[src/rtl/add_order_if.sv]
// Bundles the add_order request/result handshake and its RAM-side bus.
interface add_order_if #(
  parameter int unsigned ADDR_W = 12
);
  logic              start;
  logic              side;
  logic [15:0]       id;
  logic [15:0]       price;
  logic [15:0]       qty;
  logic [ADDR_W-1:0] mem_addr;
  logic [47:0]       mem_wdata;
  logic              buy_we;
  logic              sell_we;
  logic [47:0]       buy_rdata;
  logic [47:0]       sell_rdata;
  logic [15:0]       status;
  logic [ADDR_W-1:0] slot;
  logic              done;

  // Requester plus RAM side: drives requests and read data, observes results.
  modport master (
    output start, side, id, price, qty, buy_rdata, sell_rdata,
    input  mem_addr, mem_wdata, buy_we, sell_we, status, slot, done
  );

  // The add_order engine.
  modport slave (
    input  start, side, id, price, qty, buy_rdata, sell_rdata,
    output mem_addr, mem_wdata, buy_we, sell_we, status, slot, done
  );
endinterface

[src/rtl/add_order.sv]
// add_order: scans one side of the order book for a duplicate live ID and
// writes the new order into the lowest-index free slot (deleted or end).
module add_order #(
  parameter int unsigned BOOK_SIZE = 10,
  parameter int unsigned ADDR_W    = 12
) (
  input  logic        clk,
  input  logic        rst,
  add_order_if.slave  bus
);

  localparam logic [ADDR_W-1:0] LAST_IDX = ADDR_W'(BOOK_SIZE - 1);
  localparam logic [47:0]       WORD_END = 48'h0;
  localparam logic [47:0]       WORD_DEL = 48'hFFFF_FFFF_FFFF;

  localparam logic [15:0] ST_FULL   = 16'd0;
  localparam logic [15:0] ST_PLACED = 16'd1;
  localparam logic [15:0] ST_INVAL  = 16'd2;
  localparam logic [15:0] ST_DUP    = 16'd3;

  typedef enum logic [2:0] {
    IDLE,
    CHECK,
    ISSUE,
    WAIT,
    EVAL,
    WRITE,
    DONE
  } state_t;

  state_t            state_q, state_d;
  logic [ADDR_W-1:0] i_q, i_d;
  logic [ADDR_W-1:0] free_q, free_d;
  logic              free_found_q, free_found_d;
  logic              side_q, side_d;
  logic [15:0]       id_q, id_d;
  logic [15:0]       price_q, price_d;
  logic [15:0]       qty_q, qty_d;

  logic [ADDR_W-1:0] mem_addr_q, mem_addr_d;
  logic [47:0]       mem_wdata_q, mem_wdata_d;
  logic              buy_we_q, buy_we_d;
  logic              sell_we_q, sell_we_d;
  logic [15:0]       status_q, status_d;
  logic [ADDR_W-1:0] slot_q, slot_d;
  logic              done_q, done_d;

  logic [47:0]       word;
  logic              scan_on;

  assign bus.mem_addr  = mem_addr_q;
  assign bus.mem_wdata = mem_wdata_q;
  assign bus.buy_we    = buy_we_q;
  assign bus.sell_we   = sell_we_q;
  assign bus.status    = status_q;
  assign bus.slot      = slot_q;
  assign bus.done      = done_q;

  // Next-state and next-output logic; write enables default low so they pulse.
  always_comb begin
    state_d      = state_q;
    i_d          = i_q;
    free_d       = free_q;
    free_found_d = free_found_q;
    side_d       = side_q;
    id_d         = id_q;
    price_d      = price_q;
    qty_d        = qty_q;
    mem_addr_d   = mem_addr_q;
    mem_wdata_d  = mem_wdata_q;
    buy_we_d     = 1'b0;
    sell_we_d    = 1'b0;
    status_d     = status_q;
    slot_d       = slot_q;
    done_d       = done_q;
    scan_on      = 1'b0;
    word         = side_q ? bus.sell_rdata : bus.buy_rdata;

    unique case (state_q)
      IDLE: begin
        done_d = 1'b0;
        if (bus.start) begin
          side_d       = bus.side;
          id_d         = bus.id;
          price_d      = bus.price;
          qty_d        = bus.qty;
          i_d          = '0;
          free_found_d = 1'b0;
          state_d      = CHECK;
        end
      end

      CHECK: begin
        // Rejecting these keeps 48'h0 and all-ones reserved as markers.
        if ((qty_q == 16'd0) || (id_q == 16'hFFFF)) begin
          status_d = ST_INVAL;
          done_d   = 1'b1;
          state_d  = DONE;
        end else begin
          state_d = ISSUE;
        end
      end

      ISSUE: begin
        mem_addr_d = i_q;
        state_d    = WAIT;
      end

      WAIT: begin
        state_d = EVAL;
      end

      EVAL: begin
        if (word == WORD_END) begin
          if (!free_found_q) begin
            free_d = i_q;
          end
          state_d = WRITE;
        end else if (word == WORD_DEL) begin
          if (!free_found_q) begin
            free_d       = i_q;
            free_found_d = 1'b1;
          end
          scan_on = 1'b1;
        end else if (word[47:32] == id_q) begin
          status_d = ST_DUP;
          done_d   = 1'b1;
          state_d  = DONE;
        end else begin
          scan_on = 1'b1;
        end

        // A deleted slot at the last index counts as free for this decision.
        if (scan_on) begin
          if (i_q == LAST_IDX) begin
            if (free_found_d) begin
              state_d = WRITE;
            end else begin
              status_d = ST_FULL;
              done_d   = 1'b1;
              state_d  = DONE;
            end
          end else begin
            i_d     = i_q + ADDR_W'(1);
            state_d = ISSUE;
          end
        end
      end

      WRITE: begin
        mem_addr_d  = free_q;
        mem_wdata_d = {id_q, price_q, qty_q};
        buy_we_d    = ~side_q;
        sell_we_d   = side_q;
        slot_d      = free_q;
        status_d    = ST_PLACED;
        done_d      = 1'b1;
        state_d     = DONE;
      end

      DONE: begin
        if (!bus.start) begin
          done_d  = 1'b0;
          state_d = IDLE;
        end
      end

      default: begin
        state_d = IDLE;
      end
    endcase
  end

  // State, latched request and registered outputs; synchronous reset.
  always_ff @(posedge clk) begin
    if (rst) begin
      state_q      <= IDLE;
      i_q          <= '0;
      free_q       <= '0;
      free_found_q <= 1'b0;
      side_q       <= 1'b0;
      id_q         <= '0;
      price_q      <= '0;
      qty_q        <= '0;
      mem_addr_q   <= '0;
      mem_wdata_q  <= '0;
      buy_we_q     <= 1'b0;
      sell_we_q    <= 1'b0;
      status_q     <= '0;
      slot_q       <= '0;
      done_q       <= 1'b0;
    end else begin
      state_q      <= state_d;
      i_q          <= i_d;
      free_q       <= free_d;
      free_found_q <= free_found_d;
      side_q       <= side_d;
      id_q         <= id_d;
      price_q      <= price_d;
      qty_q        <= qty_d;
      mem_addr_q   <= mem_addr_d;
      mem_wdata_q  <= mem_wdata_d;
      buy_we_q     <= buy_we_d;
      sell_we_q    <= sell_we_d;
      status_q     <= status_d;
      slot_q       <= slot_d;
      done_q       <= done_d;
    end
  end

endmodule

[src/flat_wrapper.sv]
// flat-port wrapper written by rule: the top's interface ports become plain ports
module add_order_flat 
#(
  parameter int unsigned BOOK_SIZE = 10,
  parameter int unsigned ADDR_W    = 12
)
  (clk, rst, bus_start, bus_side, bus_id, bus_price, bus_qty, bus_buy_rdata, bus_sell_rdata, bus_mem_addr, bus_mem_wdata, bus_buy_we, bus_sell_we, bus_status, bus_slot, bus_done);
  add_order_if #(.ADDR_W(ADDR_W)) bus_i ();
  input  logic clk;
  input  logic rst;
  input wire logic [$bits(bus_i.start)-1:0] bus_start;
  input wire logic [$bits(bus_i.side)-1:0] bus_side;
  input wire logic [$bits(bus_i.id)-1:0] bus_id;
  input wire logic [$bits(bus_i.price)-1:0] bus_price;
  input wire logic [$bits(bus_i.qty)-1:0] bus_qty;
  input wire logic [$bits(bus_i.buy_rdata)-1:0] bus_buy_rdata;
  input wire logic [$bits(bus_i.sell_rdata)-1:0] bus_sell_rdata;
  output wire logic [$bits(bus_i.mem_addr)-1:0] bus_mem_addr;
  output wire logic [$bits(bus_i.mem_wdata)-1:0] bus_mem_wdata;
  output wire logic [$bits(bus_i.buy_we)-1:0] bus_buy_we;
  output wire logic [$bits(bus_i.sell_we)-1:0] bus_sell_we;
  output wire logic [$bits(bus_i.status)-1:0] bus_status;
  output wire logic [$bits(bus_i.slot)-1:0] bus_slot;
  output wire logic [$bits(bus_i.done)-1:0] bus_done;
  assign bus_i.start = bus_start;
  assign bus_i.side = bus_side;
  assign bus_i.id = bus_id;
  assign bus_i.price = bus_price;
  assign bus_i.qty = bus_qty;
  assign bus_i.buy_rdata = bus_buy_rdata;
  assign bus_i.sell_rdata = bus_sell_rdata;
  assign bus_mem_addr = bus_i.mem_addr;
  assign bus_mem_wdata = bus_i.mem_wdata;
  assign bus_buy_we = bus_i.buy_we;
  assign bus_sell_we = bus_i.sell_we;
  assign bus_status = bus_i.status;
  assign bus_slot = bus_i.slot;
  assign bus_done = bus_i.done;
  add_order #(.BOOK_SIZE(BOOK_SIZE), .ADDR_W(ADDR_W)) u_core (.clk(clk), .rst(rst), .bus(bus_i));
endmodule
[config.mk]
export PLATFORM = sky130hd
export DESIGN_NAME = add_order_flat
export DESIGN_NICKNAME = d
export VERILOG_FILES = /design/src/rtl/add_order_if.sv /design/src/rtl/add_order.sv /design/src/flat_wrapper.sv
export SDC_FILE = /design/constraint.sdc
export NUM_CORES = 1
export LEC_CHECK = 0
export BUFFER_PORTS_ARGS = -buffer_cell sky130_fd_sc_hd__buf_2
export CAP_MARGIN = 15
export CORE_MARGIN = 3
export CORE_UTILIZATION = 42
export DETAILED_ROUTE_END_ITERATION = 16
export PLACE_DENSITY_LB_ADDON = 0.08
export SLEW_MARGIN = 30
export SYNTH_ARGS = -nofsm -noshare
export SYNTH_HDL_FRONTEND = slang
export SYNTH_SLANG_ARGS = --single-unit
[constraint.sdc]
create_clock -name clk -period 3.95 [get_ports clk]
set_input_delay 0.79 -clock clk [delete_from_list [all_inputs] [get_ports clk]]
set_output_delay 0.79 -clock clk [all_outputs]
set_load 0.05 [all_outputs]
### Word level (Yosys, flattened, before mapping)

Index checks and enable logic that the tools add are counted.

* add/subtract/negate cells: 1
* bitwise operators: 2
* equal/unequal tests: 17
* reductions and logical operators: 17
* multiplexer cells: 45

Operator list (count)
* $mux 16: 7
* $mux 12: 6
* $eq 48x48->1 const B: 1
* $logic_not 48->1: 1
* $mux 48: 1
* $pmux 12 s2: 2
* $pmux 16 s3: 1
* $mux 3: 8
* $pmux 3 s7: 1
* $eq 16x16->1: 1
* $eq 16x16->1 const B: 1
* $logic_not 16->1: 1
* $mux 1: 16
* $add 12x1->12 const B: 1
* $eq 12x4->1 const B: 1
* $eq 3x3->1 const B: 3
* $reduce_and 2->1: 4
* $reduce_and 4->1: 2
* $eq 3x2->1 const B: 2
* $ne 2x2->1 const B: 3
* $reduce_bool 2->1: 3
* $pmux 1 s5: 1
* $reduce_bool 5->1: 1
* $ne 2x1->1 const B: 2
* 11 further kinds: 12

* bits in registers: 168

### Logic depth before layout (Yosys ltp)

Gate-level depths: netlist (run 1).

* depth after elaboration: 9
* mapped depth: 11
* mapped depth without buffers: 9

### Least setup slack after synthesis (run 1)

OpenSTA, ideal clock, no wires.

* kind: input to register
* from: input bus_buy_rdata[47]
* to: register u_core.free_q[1]
* cell stages on the path: 9
* arrival: 2284 ps
* setup slack: 1538 ps
* library setup time: 128 ps
* path through: nand4_1 > nor4_1 > nand3_1 > o21ai_1 > nand2b_1 > nand3b_1 > buf_4 > mux2i_1 > nor2_1

* cells in the longest elaborated chain, start to end: 4
* elaborated cells on any way between the ends: 6
* classes of those cells: eq/ne: 1; mux: 2; reduce/logical: 3

RTL lines
* start, declared: RTL line flat_wrapper.sv:16 `input wire logic [$bits(bus_i.buy_rdata)-1:0] bus_buy_rdata;`
* $mux 48 (*): RTL line add_order.sv:77 `word = side_q ? bus.sell_rdata : bus.buy_rdata;`
* $eq 48x48->1 or $logic_not 48->1 (tied branches): RTL line add_order.sv:119, add_order.sv:114
* $reduce_bool 2->1 (no line)
* $reduce_and 2->1 (no line)
* end signal, assigned: RTL line add_order.sv:195 `free_q <= free_d;`
* end, declared: RTL line add_order.sv:33 `logic [ADDR_W-1:0] free_q, free_d;`

Mark *: on every way between the ends. The rest lies on a longest branch, timed or not.
A chain may end at the register's enable or synchronous reset.

### Worst setup path in the final report (run 1)

* from: register u_core.side_q
* to: register u_core.status_q[4], in the netlist u_core.bus.status[4]

* cells in the longest elaborated chain, start to end: 9
* elaborated cells on any way between the ends: 18
* classes of those cells: eq/ne: 2; mux: 15; reduce/logical: 1

RTL lines
* start, declared: RTL line add_order.sv:35 `logic side_q, side_d;`
* start signal, assigned: RTL line add_order.sv:197 `side_q <= side_d;`
* $mux 48 (*): RTL line add_order.sv:77
* $eq 48x48->1 or $eq 16x16->1 (tied branches): RTL line add_order.sv:119, add_order.sv:125
* $mux 1 or $mux 16 (tied branches): RTL line add_order.sv:119, add_order.sv:125
* $mux 1 or $mux 16 (tied branches): RTL line add_order.sv:114, add_order.sv:119
* $mux 1 or $mux 16 (tied branches): RTL line add_order.sv:79, add_order.sv:114
* $mux 16: RTL line add_order.sv:136 `if (free_found_d) begin`
* $mux 16: RTL line add_order.sv:135 `if (i_q == LAST_IDX) begin`
* $mux 16 (*): RTL line add_order.sv:134 `if (scan_on) begin`
* $pmux 16 s3 (*): RTL line add_order.sv:79 `unique case (state_q)`
* end signal, assigned: RTL line add_order.sv:205 `status_q <= status_d;`
* end, declared: RTL line add_order.sv:44 `logic [15:0] status_q, status_d;`

Mark *: on every way between the ends. The rest lies on a longest branch, timed or not. The select of a mux whose other input is x is not followed.

==> impl_metrics.prom, run 1 <==
# TYPE chip_impl_metric gauge
chip_impl_metric{name="fin_tns_setup",unit="ns"} 0
chip_impl_metric{name="critical_path_peak_fanout",unit=""} 15
chip_impl_metric{name="reg2regPathDepth",unit=""} 9
chip_impl_metric{name="drtPass1Iterations",unit=""} 7
chip_impl_metric{name="place.detailed.hpwl",unit="mm"} 15.45
chip_impl_metric{name="grt_use_total",unit="%"} 22.81
chip_impl_metric{name="antenna-diode-count",unit=""} 0
chip_impl_metric{name="grt_start_max_net_pins",unit=""} 81
chip_impl_metric{name="setup_slack_of_the_most_critical_reg_to_reg_path",unit="ns"} 1.03
chip_impl_info{name="run_status",value="complete, no violations"} 1
chip_impl_metric{name="port_buffers",unit=""} 238
chip_impl_metric{name="mappedNetlistNets",unit=""} 1022
chip_impl_info{name="synth.top_cells.by_area",value="sky130_fd_sc_hd__dfxtp_1 (48%), sky130_fd_sc_hd__nand2_1 (13%), sky130_fd_sc_hd__a21oi_1 (8.5%)"} 1
chip_impl_metric{name="clock.fmax",unit="MHz"} 342.3
chip_impl_metric{name="netlist_area",unit="mm2"} 0.007012
chip_impl_metric{name="floorplan.core_area",unit="mm2"} 0.01612
chip_impl_info{name="most-common-layout-cells",value="sky130_fd_sc_hd__nand2_1 (242), sky130_fd_sc_hd__buf_2 (237), sky130_fd_sc_hd__dfxtp_1 (168)"} 1
chip_impl_info{name="synth-main-ff-cell",value="sky130_fd_sc_hd__dfxtp_1"} 1
chip_impl_metric{name="filler_cell_count",unit=""} 1581
chip_impl_metric{name="period_utilization",unit="%"} 73.96
chip_impl_metric{name="initial_antenna_violation_count",unit=""} 1
chip_impl_info{name="min_to",value="u_core.bus.mem_wdata[21]"} 1
chip_impl_metric{name="synthToLayoutAreaGrowth",unit="%"} 27.86
chip_impl_info{name="hold_path_startpoint",value="u_core.price_q[5]"} 1
chip_impl_metric{name="num_vias",unit=""} 6880
chip_impl_metric{name="timing_worst_slew_pin_value",unit="ns"} 0.8426
chip_impl_metric{name="grt_pass1_vias",unit=""} 6411
chip_impl_metric{name="register_area",unit="mm2"} 0.003363
chip_impl_metric{name="post_cts.resized_instances",unit=""} 0
chip_impl_metric{name="worstSkewPairLatency",unit="ns"} 0.42
chip_impl_metric{name="cts.repair_timing.setup_buffer_count",unit=""} 0
chip_impl_metric{name="detail_route.wirelength",unit="mm"} 21.29
chip_impl_metric{name="grt_first_pass_wirelength",unit="mm"} 33.36
chip_impl_info{name="cell_at_the_root_of_the_clock_tree",value="sky130_fd_sc_hd__clkbuf_16"} 1
chip_impl_metric{name="setup_viol",unit=""} 0
chip_impl_info{name="timing_worst_setup_path_type",value="flip-flop to flip-flop"} 1
chip_impl_metric{name="globalRouteOverflowTotal",unit=""} 0
chip_impl_info{name="crit_slowest_cell",value="sky130_fd_sc_hd__dfxtp_1"} 1
chip_impl_info{name="crit_path_cells",value="buf_4 -> mux2i_1 -> xnor2_1 -> nor4_1 -> nand4_2 -> o21a_1 -> o21ai_2 -> a21oi_2 -> and2_1"} 1
chip_impl_metric{name="synth.avg_cell_area",unit="um2"} 8.041
chip_impl_metric{name="detailedRoute.firstIterationViolations",unit=""} 407
chip_impl_metric{name="ir_worst_vdd",unit="V"} 0.0003212
chip_impl_info{name="setup_repair_after_global_routing_missed_its_margin",value="no"} 1
chip_impl_metric{name="timing.critical_path.required",unit="ns"} 4.26
chip_impl_metric{name="io_pins",unit=""} 239
chip_impl_metric{name="synth_seq_area_share",unit="%"} 47.97
chip_impl_metric{name="cts_max_level",unit=""} 4
chip_impl_metric{name="cts_hold_buf",unit=""} 0
chip_impl_metric{name="drt.antenna.violating_nets",unit=""} 0
chip_impl_metric{name="syn_inst",unit=""} 872
chip_impl_metric{name="synth_edf_count",unit=""} 0
chip_impl_metric{name="register_bit_count_reported_by_yosys",unit=""} 168
chip_impl_metric{name="post-layout-total-power",unit="mW"} 4.216
chip_impl_info{name="cts_tree",value="done"} 1
chip_impl_metric{name="multiInputGateArea",unit="mm2"} 0.003422
chip_impl_metric{name="clock-sinks",unit=""} 168
chip_impl_metric{name="ys.warnings.count",unit=""} 0
chip_impl_metric{name="postLayoutCoreUtil",unit="%"} 55.63
chip_impl_metric{name="final.setup_skew",unit="ns"} 0.01188
chip_impl_metric{name="die-height",unit="um"} 135.2
chip_impl_info{name="min-delay-path-class",value="flip-flop to flip-flop"} 1
chip_impl_metric{name="post_route_cells_drive_above_1_share",unit="%"} 26.48
chip_impl_metric{name="drc",unit=""} 0
chip_impl_info{name="worst_r2r_endpoint",value="u_core.bus.status[4]"} 1
chip_impl_metric{name="fin_nets",unit=""} 1236
chip_impl_metric{name="std_cell_rows",unit=""} 46
chip_impl_metric{name="hold_path_depth",unit=""} 2
chip_impl_metric{name="slew-limit-headroom",unit="%"} 43.83
chip_impl_metric{name="worst_ep_arrival_time",unit="ns"} 3.24
chip_impl_metric{name="ys_types",unit=""} 50
chip_impl_metric{name="final_hold_viol_count",unit=""} 0
chip_impl_metric{name="synth_top_cell_area_share",unit="%"} 47.97
chip_impl_metric{name="inserted_clock_buffers",unit=""} 17
chip_impl_info{name="regToRegStartpoint",value="u_core.side_q"} 1
chip_impl_metric{name="via_per_inst",unit=""} 5.232
chip_impl_metric{name="share_of_synthesized_flip_flops_with_an_asynchronous_set_or_reset",unit="%"} 0
chip_impl_metric{name="holdWs",unit="ns"} 0.4445
chip_impl_info{name="critical_path.startpoint_type",value="flip-flop"} 1
chip_impl_info{name="critical_path.endpoint_type",value="flip-flop"} 1
chip_impl_metric{name="min_period",unit="ns"} 2.922
chip_impl_metric{name="power.density_cell_area",unit="mW/mm2"} 470.3
chip_impl_metric{name="chip_width",unit="um"} 135.2
chip_impl_metric{name="clkSlewWorstSetupHoldPaths",unit="ns"} 0.07
chip_impl_metric{name="p_leak",unit="nW"} 3.698
chip_impl_metric{name="clockBufferDepth",unit=""} 2
chip_impl_metric{name="wl_per_cell",unit="um"} 16.19
chip_impl_info{name="most_frequent_standard_cell_in_the_layout_excluding_fill_and_tap_cells",value="sky130_fd_sc_hd__nand2_1"} 1
chip_impl_metric{name="max_stage_delay",unit="ns"} 0.72
chip_impl_metric{name="max_cap_violation_count",unit=""} 0
chip_impl_metric{name="gp_congestion",unit=""} 0.8611
chip_impl_metric{name="final_count_of_pins_violating_max_slew",unit=""} 0
chip_impl_metric{name="die_area",unit="mm2"} 0.01828
chip_impl_metric{name="floorplan.initialDensity",unit="%"} 43.51
chip_impl_info{name="post-synth-top-area-cell",value="sky130_fd_sc_hd__dfxtp_1"} 1
## worst max path at each step
stage                            start                    end  depth (start not counted)
finish                   u_core.side_q   u_core.bus.status[4]                          9
global route             u_core.side_q          u_core.i_q[0]                          9
CTS                      u_core.side_q   u_core.bus.status[4]                          9
detailed placement   bus_buy_rdata[33]  u_core.bus.status[14]                          9
global placement    bus_sell_rdata[19]   u_core.bus.status[9]                          9
floorplan            bus_buy_rdata[47]       u_core.free_q[1]                          9
## critical path, delay by kind of cell, from the launching register on
family	cells	cell delay, ns
compound gates	3	0.49
xor+xnor	1	0.08
buf+inv	1	0.34
flops	1	0.72
mux	1	0.23
simple gates	3	0.92
## registers in the layout (all words and copies together), names as in the netlist
signal and flops:
u_core.i_q 12, u_core.bus.status 16, u_core.bus.mem_wdata 48, u_core.side_q 1, u_core.bus.mem_addr 12, u_core.qty_q 16
u_core.id_q 16, u_core.price_q 16, u_core.free_found_q 1, u_core.bus.slot 12, u_core.free_q 12, u_core.bus.sell_we 1
u_core.bus.done 1, u_core.bus.buy_we 1, u_core.state_q 3
## routing by layer
| layer | global-route usage, % | part of all wire (%) |
|---|---|---|
| met1 | 30.83 | 45 |
| met2 | 36.62 | 46 |
| met3 | 6.055 | 7.8 |
| met4 | 5.543 | 1.1 |
| met5 | 0 | 0.061 |
## logic make-up after synthesis
kind of cell / share of synthesized area [%]
fa+ha+maj: 0.3568
mux: 4.318
simple gates: 27.30
flops: 47.97
compound gates: 13.94
buf+inv: 3.497
xor+xnor: 2.623
## synthesized netlist by cell type (5+ instances only)
master                     instances
sky130_fd_sc_hd__nand2_1         243
sky130_fd_sc_hd__dfxtp_1         168
sky130_fd_sc_hd__a21oi_1         119
sky130_fd_sc_hd__nor2_1           49
sky130_fd_sc_hd__clkbuf_1         43
sky130_fd_sc_hd__nand4_1          36
sky130_fd_sc_hd__nor4_1           36
sky130_fd_sc_hd__mux2i_1          28
sky130_fd_sc_hd__o21ai_0          23
sky130_fd_sc_hd__xnor2_1          21
sky130_fd_sc_hd__and2_1           17
sky130_fd_sc_hd__a311oi_1         12
sky130_fd_sc_hd__nor3_1            7
sky130_fd_sc_hd__nand3_1           6
sky130_fd_sc_hd__inv_1             5
## per-stage QoR
stage / cells / instance area, um2 / worst slack [ns]
floorplan: 872 / 7012 / 1.538
global placement: 1282 / 8328 / 0.9498
detailed placement: 1282 / 8328 / 0.9512
CTS: 1314 / 8937 / 1.042
global route: 1315 / 8965 / 0.7325
finish: 1315 / 8965 / 1.028
## layout make-up
type / count / share of cell area, %
timing repair buffer: 247 / 14.29
multi-input combinational: 647 / 38.17
sequential: 168 / 37.52
tap: 216 / 3.015
clock inverter: 15 / 2.052
inverter: 5 / 0.2094
clock buffer: 17 / 4.745
## report_power, final
part / total [mW] / switching, mW / internal (mW)
Sequential: 1.87 / 0.0863 / 1.78
Combinational: 0.645 / 0.429 / 0.216
Clock: 1.70 / 0.743 / 0.959
Total: 4.22 / 1.26 / 2.96
Power figures use the tool's default switching activity.
==> run 2: changes to the inputs <==
ABC_AREA = 1   (was default)
clock period = 3.02 ns   (was 3.95 ns; I/O delays follow)
==> impl_metrics.prom, run 2 <==
# TYPE chip_impl_metric gauge
chip_impl_info{name="run_status",value="complete, no violations"} 1
chip_impl_metric{name="floorplan.core_area",unit="mm2"} 0.01959
chip_impl_metric{name="post_route_cells_drive_above_1_share",unit="%"} 22.82
chip_impl_info{name="critical_path.endpoint_type",value="flip-flop"} 1
chip_impl_metric{name="via_per_inst",unit=""} 4.912
chip_impl_info{name="synth.top_cells.by_area",value="sky130_fd_sc_hd__dfxtp_1 (40%), sky130_fd_sc_hd__nand2_1 (18%), sky130_fd_sc_hd__a21oi_1 (6.9%)"} 1
chip_impl_metric{name="io_pins",unit=""} 239
chip_impl_info{name="cts_tree",value="done"} 1
chip_impl_metric{name="post_cts.resized_instances",unit=""} 0
chip_impl_metric{name="register_bit_count_reported_by_yosys",unit=""} 168
chip_impl_info{name="min-delay-path-class",value="flip-flop to flip-flop"} 1
chip_impl_metric{name="cts_max_level",unit=""} 4
chip_impl_metric{name="timing.critical_path.required",unit="ns"} 3.33
chip_impl_metric{name="grt_pass1_vias",unit=""} 8219
chip_impl_metric{name="detail_route.wirelength",unit="mm"} 24.71
chip_impl_info{name="post_synth_most_frequent_cells",value="sky130_fd_sc_hd__nand2_1 (411), sky130_fd_sc_hd__dfxtp_1 (168), sky130_fd_sc_hd__nor2_1 (130)"} 1
chip_impl_metric{name="critical_path_peak_fanout",unit=""} 18
chip_impl_metric{name="synth_edf_count",unit=""} 0
chip_impl_metric{name="post-layout-total-power",unit="mW"} 6.360
chip_impl_metric{name="dp_worst_setup_slack",unit="ns"} 0.4876
chip_impl_metric{name="netlist_area",unit="mm2"} 0.008404
chip_impl_metric{name="min_period",unit="ns"} 2.562
chip_impl_metric{name="port_buffers",unit=""} 238
chip_impl_metric{name="std_cell_rows",unit=""} 51
chip_impl_metric{name="cts.repair_timing.setup_buffer_count",unit=""} 0
chip_impl_metric{name="clkSlewWorstSetupHoldPaths",unit="ns"} 0.07
chip_impl_metric{name="period_utilization",unit="%"} 84.82
chip_impl_metric{name="die_area",unit="mm2"} 0.02174
chip_impl_metric{name="ys_types",unit=""} 35
chip_impl_metric{name="ys.warnings.count",unit=""} 0
chip_impl_metric{name="holdWs",unit="ns"} 0.4403
chip_impl_metric{name="final_count_of_pins_violating_max_slew",unit=""} 0
chip_impl_metric{name="initial_antenna_violation_count",unit=""} 0
chip_impl_metric{name="met3_length",unit="mm"} 1.746
chip_impl_metric{name="globalRouteOverflowTotal",unit=""} 0
chip_impl_metric{name="num_vias",unit=""} 8620
chip_impl_metric{name="inserted_clock_buffers",unit=""} 17
chip_impl_metric{name="clockBufferDepth",unit=""} 2
chip_impl_metric{name="wl_per_cell",unit="um"} 14.08
chip_impl_metric{name="chip_width",unit="um"} 147.5
chip_impl_info{name="most_frequent_standard_cell_in_the_layout_excluding_fill_and_tap_cells",value="sky130_fd_sc_hd__nand2_1"} 1
chip_impl_metric{name="p_leak",unit="nW"} 4.981
chip_impl_info{name="synth-main-ff-cell",value="sky130_fd_sc_hd__dfxtp_1"} 1
chip_impl_metric{name="drtPass1Iterations",unit=""} 6
chip_impl_info{name="timing_worst_setup_path_type",value="flip-flop to flip-flop"} 1
chip_impl_metric{name="power.density_cell_area",unit="mW/mm2"} 618.7
chip_impl_metric{name="synth.avg_cell_area",unit="um2"} 6.602
chip_impl_metric{name="fin_tns_setup",unit="ns"} 0
chip_impl_metric{name="route.met2.wl",unit="mm"} 10.88
chip_impl_metric{name="clock.fmax",unit="MHz"} 390.4
chip_impl_metric{name="slew-limit-headroom",unit="%"} 55.19
chip_impl_metric{name="number_of_flip_flops_under_the_largest_register_name",unit=""} 48
chip_impl_info{name="critical_path.startpoint_type",value="flip-flop"} 1
chip_impl_metric{name="share_of_synthesized_flip_flops_with_an_asynchronous_set_or_reset",unit="%"} 0
chip_impl_metric{name="mappedNetlistNets",unit=""} 1423
chip_impl_info{name="cell_at_the_root_of_the_clock_tree",value="sky130_fd_sc_hd__clkbuf_16"} 1
chip_impl_metric{name="floorplan.initialDensity",unit="%"} 42.90
chip_impl_metric{name="filler_cell_count",unit=""} 2030
chip_impl_metric{name="place.detailed.hpwl",unit="mm"} 18.26
chip_impl_metric{name="drc",unit=""} 0
chip_impl_metric{name="die-height",unit="um"} 147.5
chip_impl_metric{name="final.setup_skew",unit="ns"} 0.01435
chip_impl_metric{name="grt_use_total",unit="%"} 22.59
chip_impl_metric{name="ir_worst_vdd",unit="V"} 0.0003951
chip_impl_metric{name="worstSkewPairLatency",unit="ns"} 0.42
chip_impl_info{name="top_signal_layer_used",value="met4"} 1
chip_impl_metric{name="max_cap_violation_count",unit=""} 0
chip_impl_metric{name="timing_worst_slew_pin_value",unit="ns"} 0.6705
chip_impl_info{name="post-synth-top-area-cell",value="sky130_fd_sc_hd__dfxtp_1"} 1
chip_impl_metric{name="finalWorstSetupSlack",unit="ns"} 0.4583
chip_impl_metric{name="synth_seq_area_share",unit="%"} 40.02
chip_impl_metric{name="antenna-diode-count",unit=""} 0
chip_impl_info{name="synthMostInstantiatedCell",value="sky130_fd_sc_hd__nand2_1"} 1
chip_impl_metric{name="synth_top_cell_area_share",unit="%"} 40.02
chip_impl_metric{name="cts_hold_buf",unit=""} 0
chip_impl_metric{name="setup_viol",unit=""} 0
chip_impl_metric{name="clock-sinks",unit=""} 168
chip_impl_metric{name="gp_congestion",unit=""} 0.9137
chip_impl_metric{name="wl_met1",unit="mm"} 11.56
chip_impl_metric{name="detailedRoute.firstIterationViolations",unit=""} 517
chip_impl_metric{name="grt_first_pass_wirelength",unit="mm"} 40.64
chip_impl_info{name="setup_repair_after_global_routing_missed_its_margin",value="no"} 1
chip_impl_metric{name="fin_nets",unit=""} 1628
chip_impl_metric{name="synthToLayoutAreaGrowth",unit="%"} 22.32
chip_impl_metric{name="worst_ep_arrival_time",unit="ns"} 2.87
chip_impl_metric{name="grt_start_max_net_pins",unit=""} 64
chip_impl_metric{name="drt.antenna.violating_nets",unit=""} 0
chip_impl_metric{name="final_hold_viol_count",unit=""} 0
chip_impl_info{name="most-common-layout-cells",value="sky130_fd_sc_hd__nand2_1 (410), sky130_fd_sc_hd__buf_2 (238), sky130_fd_sc_hd__dfxtp_1 (167)"} 1
chip_impl_metric{name="syn_inst",unit=""} 1273
-- run 2: cell types whose count changed after synthesis, sizes merged, moves of 28 or more --
cell / previous run / this run
o21ai: 25 / 106
nor4: 37 / 9
inv: 5 / 104
nor2: 50 / 144
nand2: 243 / 429
nand3: 6 / 60
mux2i: 28 / 0
-- run 2: cells by family after synthesis --
logic type               synth area share, %
buffers and inverters                  9.677
flip-flops                             40.02
AO/OA/AOI/OAI                          14.59
AND/OR/NAND/NOR                        34.69
XOR/XNOR                              0.7295
adder cells (fa/ha/maj)               0.2977
-- run 2: final cells by class --
class	count	area [um2]	area share, %
clock inverter	14	161.4	1.570
clock buffer	17	425.4	4.138
multi-input combinational	930	4238	41.22
timing repair buffer	253	1341	13.05
inverter	108	417.9	4.065
sequential	168	3364	32.73
tap	265	331.6	3.225
-- run 2: stage by stage --
| stage | instances | area [um2] | utilization [%] |
|---|---|---|---|
| final | 1755 | 10280 | 52.47 |
| after global routing | 1755 | 10280 | 52.47 |
| after CTS | 1755 | 10280 | 52.47 |
| after detailed placement | 1724 | 9693 | 49.48 |
| after global placement | 1724 | 9693 | 49.48 |
| after floorplan | 1273 | 8404 | - |
-- run 2: critical path, cell delays in order, from the launching register on --
cell,delay (ns)
sky130_fd_sc_hd__dfxtp_2,0.64
sky130_fd_sc_hd__buf_4,0.29
sky130_fd_sc_hd__nand2_1,0.10
sky130_fd_sc_hd__nand2_1,0.12
sky130_fd_sc_hd__nand2_1,0.08
sky130_fd_sc_hd__nor3_2,0.10
sky130_fd_sc_hd__nand2_1,0.06
sky130_fd_sc_hd__nor2_1,0.19
sky130_fd_sc_hd__nand3_2,0.16
sky130_fd_sc_hd__nand2_4,0.13
sky130_fd_sc_hd__nand3_4,0.10
sky130_fd_sc_hd__a21oi_4,0.14
sky130_fd_sc_hd__buf_4,0.25
sky130_fd_sc_hd__nor2_1,0.07
-- run 2: power by group --
part | total, mW | internal [mW] | switching [mW]
clock network | 2.18 | 1.24 | 0.942
logic | 1.66 | 0.494 | 1.17
registers | 2.52 | 2.40 | 0.126
-- run 2: final timing paths --
kind	startpoint	end	slack (ns)	depth (start not counted)
max	u_core.side_q	u_core.bus.status[5]	0.46	13
min	u_core.bus.status[4]	u_core.bus.status[4]	0.44	2
max reg2reg	u_core.side_q	u_core.bus.status[5]	0.46	13
min reg2reg	u_core.bus.status[4]	u_core.bus.status[4]	0.44	2
-- run 2: per-layer routing --
| metal | up-vias | GRT usage (%) |
|---|---|---|
| li1 | 4501 | - |
| met1 | 3817 | 30.65 |
| met2 | 273 | 36.11 |
| met3 | 29 | 5.303 |
| met4 | 0 | 6.710 |
| met5 | - | 0 |
==> run 3: changes to the inputs <==
clock period = 2.13 ns   (was 3.02 ns; I/O delays follow)
==> impl_metrics.prom, run 3 (synthesis results as in run 2) <==
# TYPE chip_impl_metric gauge
chip_impl_metric{name="slew-limit-headroom",unit="%"} 59.75
chip_impl_info{name="timing_worst_setup_path_type",value="flip-flop to flip-flop"} 1
chip_impl_metric{name="die_area",unit="mm2"} 0.02174
chip_impl_info{name="cell_at_the_root_of_the_clock_tree",value="sky130_fd_sc_hd__clkbuf_16"} 1
chip_impl_metric{name="wl_per_cell",unit="um"} 14.43
chip_impl_metric{name="final_cells",unit=""} 1800
chip_impl_info{name="worst_r2r_endpoint",value="u_core.bus.status[2]"} 1
chip_impl_metric{name="timing.critical_path.required",unit="ns"} 2.45
chip_impl_metric{name="max_cap_violation_count",unit=""} 0
chip_impl_metric{name="via_per_inst",unit=""} 4.919
chip_impl_metric{name="cts_max_level",unit=""} 4
chip_impl_metric{name="ir_worst_vdd",unit="V"} 0.0005559
chip_impl_metric{name="timing_worst_slew_pin_value",unit="ns"} 0.6037
chip_impl_metric{name="port_buffers",unit=""} 238
chip_impl_metric{name="synthToLayoutAreaGrowth",unit="%"} 29.00
chip_impl_metric{name="detail_route.wirelength",unit="mm"} 25.97
chip_impl_info{name="violations",value="negative setup slack"} 1
chip_impl_metric{name="worstSkewPairLatency",unit="ns"} 0.42
chip_impl_metric{name="chip_width",unit="um"} 147.5
chip_impl_metric{name="drt.antenna.violating_nets",unit=""} 0
chip_impl_info{name="critical_path.startpoint_type",value="flip-flop"} 1
chip_impl_metric{name="drtPass1Iterations",unit=""} 6
chip_impl_metric{name="std_cell_rows",unit=""} 51
chip_impl_metric{name="setup_slack_of_the_most_critical_reg_to_reg_path",unit="ns"} -0.04
chip_impl_metric{name="number_of_flip_flops_under_the_largest_register_name",unit=""} 48
chip_impl_metric{name="dp_worst_setup_slack",unit="ns"} -0.1805
chip_impl_metric{name="postPlaceCellArea",unit="mm2"} 0.009983
chip_impl_metric{name="initial_antenna_violation_count",unit=""} 0
chip_impl_metric{name="worst_ep_arrival_time",unit="ns"} 2.50
chip_impl_metric{name="detailedRoute.firstIterationViolations",unit=""} 496
chip_impl_info{name="most_frequent_standard_cell_in_the_layout_excluding_fill_and_tap_cells",value="sky130_fd_sc_hd__nand2_1"} 1
chip_impl_metric{name="fin_tns_setup",unit="ns"} -0.4472
chip_impl_metric{name="io_pins",unit=""} 239
chip_impl_metric{name="p_leak",unit="nW"} 5.216
chip_impl_info{name="min-delay-path-class",value="primary input to flip-flop"} 1
chip_impl_metric{name="grt_use_total",unit="%"} 23.37
chip_impl_metric{name="final_hold_viol_count",unit=""} 0
chip_impl_metric{name="numPlacedInstances",unit=""} 1761
chip_impl_metric{name="fin_area",unit="mm2"} 0.01084
chip_impl_metric{name="post-layout-total-power",unit="mW"} 9.236
chip_impl_info{name="critical_path.endpoint_type",value="flip-flop"} 1
chip_impl_metric{name="floorplan.core_area",unit="mm2"} 0.01959
chip_impl_metric{name="clkSlewWorstSetupHoldPaths",unit="ns"} 0.07
chip_impl_metric{name="period_utilization",unit="%"} 102.0
chip_impl_metric{name="setup_viol",unit=""} 17
chip_impl_metric{name="grt_first_pass_wirelength",unit="mm"} 41.66
chip_impl_metric{name="floorplan.initialDensity",unit="%"} 42.90
chip_impl_metric{name="globalRouteOverflowTotal",unit=""} 0
chip_impl_metric{name="finalWorstSetupSlack",unit="ns"} -0.04305
chip_impl_metric{name="holdWs",unit="ns"} 0.2656
chip_impl_info{name="regToRegStartpoint",value="u_core.side_q"} 1
chip_impl_metric{name="reg2regPathDepth",unit=""} 14
chip_impl_metric{name="antenna-diode-count",unit=""} 0
chip_impl_metric{name="die-height",unit="um"} 147.5
chip_impl_info{name="setup_repair_after_global_routing_missed_its_margin",value="yes"} 1
chip_impl_metric{name="critical_path_peak_fanout",unit=""} 14
chip_impl_metric{name="final.setup_skew",unit="ns"} 0.01366
chip_impl_metric{name="final_count_of_pins_violating_max_slew",unit=""} 0
chip_impl_metric{name="clockBufferDepth",unit=""} 2
chip_impl_metric{name="power.density_cell_area",unit="mW/mm2"} 851.9
chip_impl_metric{name="gp_congestion",unit=""} 0.8912
chip_impl_metric{name="min_period",unit="ns"} 2.173
chip_impl_metric{name="postLayoutCoreUtil",unit="%"} 55.34
chip_impl_metric{name="grt_start_max_net_pins",unit=""} 60
chip_impl_info{name="min_to",value="u_core.price_q[3]"} 1
chip_impl_metric{name="num_vias",unit=""} 8855
chip_impl_metric{name="cts_hold_buf",unit=""} 0
chip_impl_metric{name="clock-sinks",unit=""} 168
chip_impl_metric{name="inserted_clock_buffers",unit=""} 17
chip_impl_info{name="most-common-layout-cells",value="sky130_fd_sc_hd__nand2_1 (390), sky130_fd_sc_hd__buf_2 (238), sky130_fd_sc_hd__dfxtp_1 (167)"} 1
chip_impl_info{name="cts_tree",value="done"} 1
chip_impl_metric{name="fin_nets",unit=""} 1672
chip_impl_metric{name="drc",unit=""} 0
chip_impl_metric{name="place.detailed.hpwl",unit="mm"} 18.73
chip_impl_metric{name="clock.fmax",unit="MHz"} 460.2
chip_impl_metric{name="post_route_cells_drive_above_1_share",unit="%"} 27.49
chip_impl_metric{name="grt_pass1_vias",unit=""} 8300
chip_impl_info{name="run_status",value="finished, violations left"} 1
chip_impl_metric{name="hold_path_depth",unit=""} 3
chip_impl_info{name="hold_path_startpoint",value="bus_price[3]"} 1
run 3: cell types whose count changed in the layout (fill, tap and decap cells not counted), moves of 6 or more:
| cell | change |
|---|---|
| sky130_fd_sc_hd__nand2_2 | +19 |
| sky130_fd_sc_hd__buf_6 | +6 |
| sky130_fd_sc_hd__buf_4 | +31 |
| sky130_fd_sc_hd__nor2_2 | +7 |
| sky130_fd_sc_hd__nor2_1 | -10 |
| sky130_fd_sc_hd__nand2_1 | -20 |
run 3: worst max-delay path by stage:
stage	start	to	depth (start not counted)
2_1_floorplan	u_core.side_q	u_core.bus.status[10]	15
3_3_place_gp	u_core.side_q	u_core.i_q[11]	14
3_5_place_dp	u_core.side_q	u_core.free_q[0]	14
4_1_cts	u_core.side_q	u_core.bus.status[2]	14
5_1_grt	u_core.side_q	u_core.bus.status[4]	14
6_report	u_core.side_q	u_core.bus.status[2]	14
run 3: layer usage:
| layer | GRT usage (%) | vias to the layer above | wire length [um] |
|---|---|---|---|
| li1 | - | 4596 | - |
| met1 | 31.42 | 3959 | 11950 |
| met2 | 37.44 | 272 | 11610 |
| met3 | 6.284 | 28 | 1940 |
| met4 | 6.244 | 0 | 475 |
| met5 | 0 | - | 0 |
run 3: worst max-delay path, cell delays in order (launching register included):
cell and delay, ns:
sky130_fd_sc_hd__dfxtp_4 0.39, sky130_fd_sc_hd__buf_16 0.19, sky130_fd_sc_hd__buf_6 0.15, sky130_fd_sc_hd__nand2_1 0.06, sky130_fd_sc_hd__nand2_1 0.09, sky130_fd_sc_hd__inv_1 0.06, sky130_fd_sc_hd__nor3_1 0.17, sky130_fd_sc_hd__nand2_1 0.09
sky130_fd_sc_hd__nor2_2 0.12, sky130_fd_sc_hd__nand3_2 0.14, sky130_fd_sc_hd__nand2_4 0.13, sky130_fd_sc_hd__nand3_4 0.10, sky130_fd_sc_hd__a21oi_4 0.16, sky130_fd_sc_hd__buf_12 0.17, sky130_fd_sc_hd__nor2_1 0.05
run 3: repair_timing:
action / 4_1_cts / 5_1_grt
endpoints found under the setup margin: 40 / 44
pin swaps: 3 / 7
cloned: 6 / 0
resized for setup: 28 / 38
setup buffers: 1 / 0
run 3: layout make-up:
cell class	count	area, um2
clock inverter	13	127.6
fill	1969	8748
clock buffer	19	452.9
timing repair buffer	292	1689
timing repair inverter	3	42.54
tap	265	331.6
inverter	108	426.7
sequential	168	3367
multi-input combinational	932	4404
run 3: where the power goes:
part	switching, mW	leakage (nW)	internal, mW
clock network	1.41	0.278	1.62
registers	0.154	1.37	3.40
logic	1.79	3.57	0.875
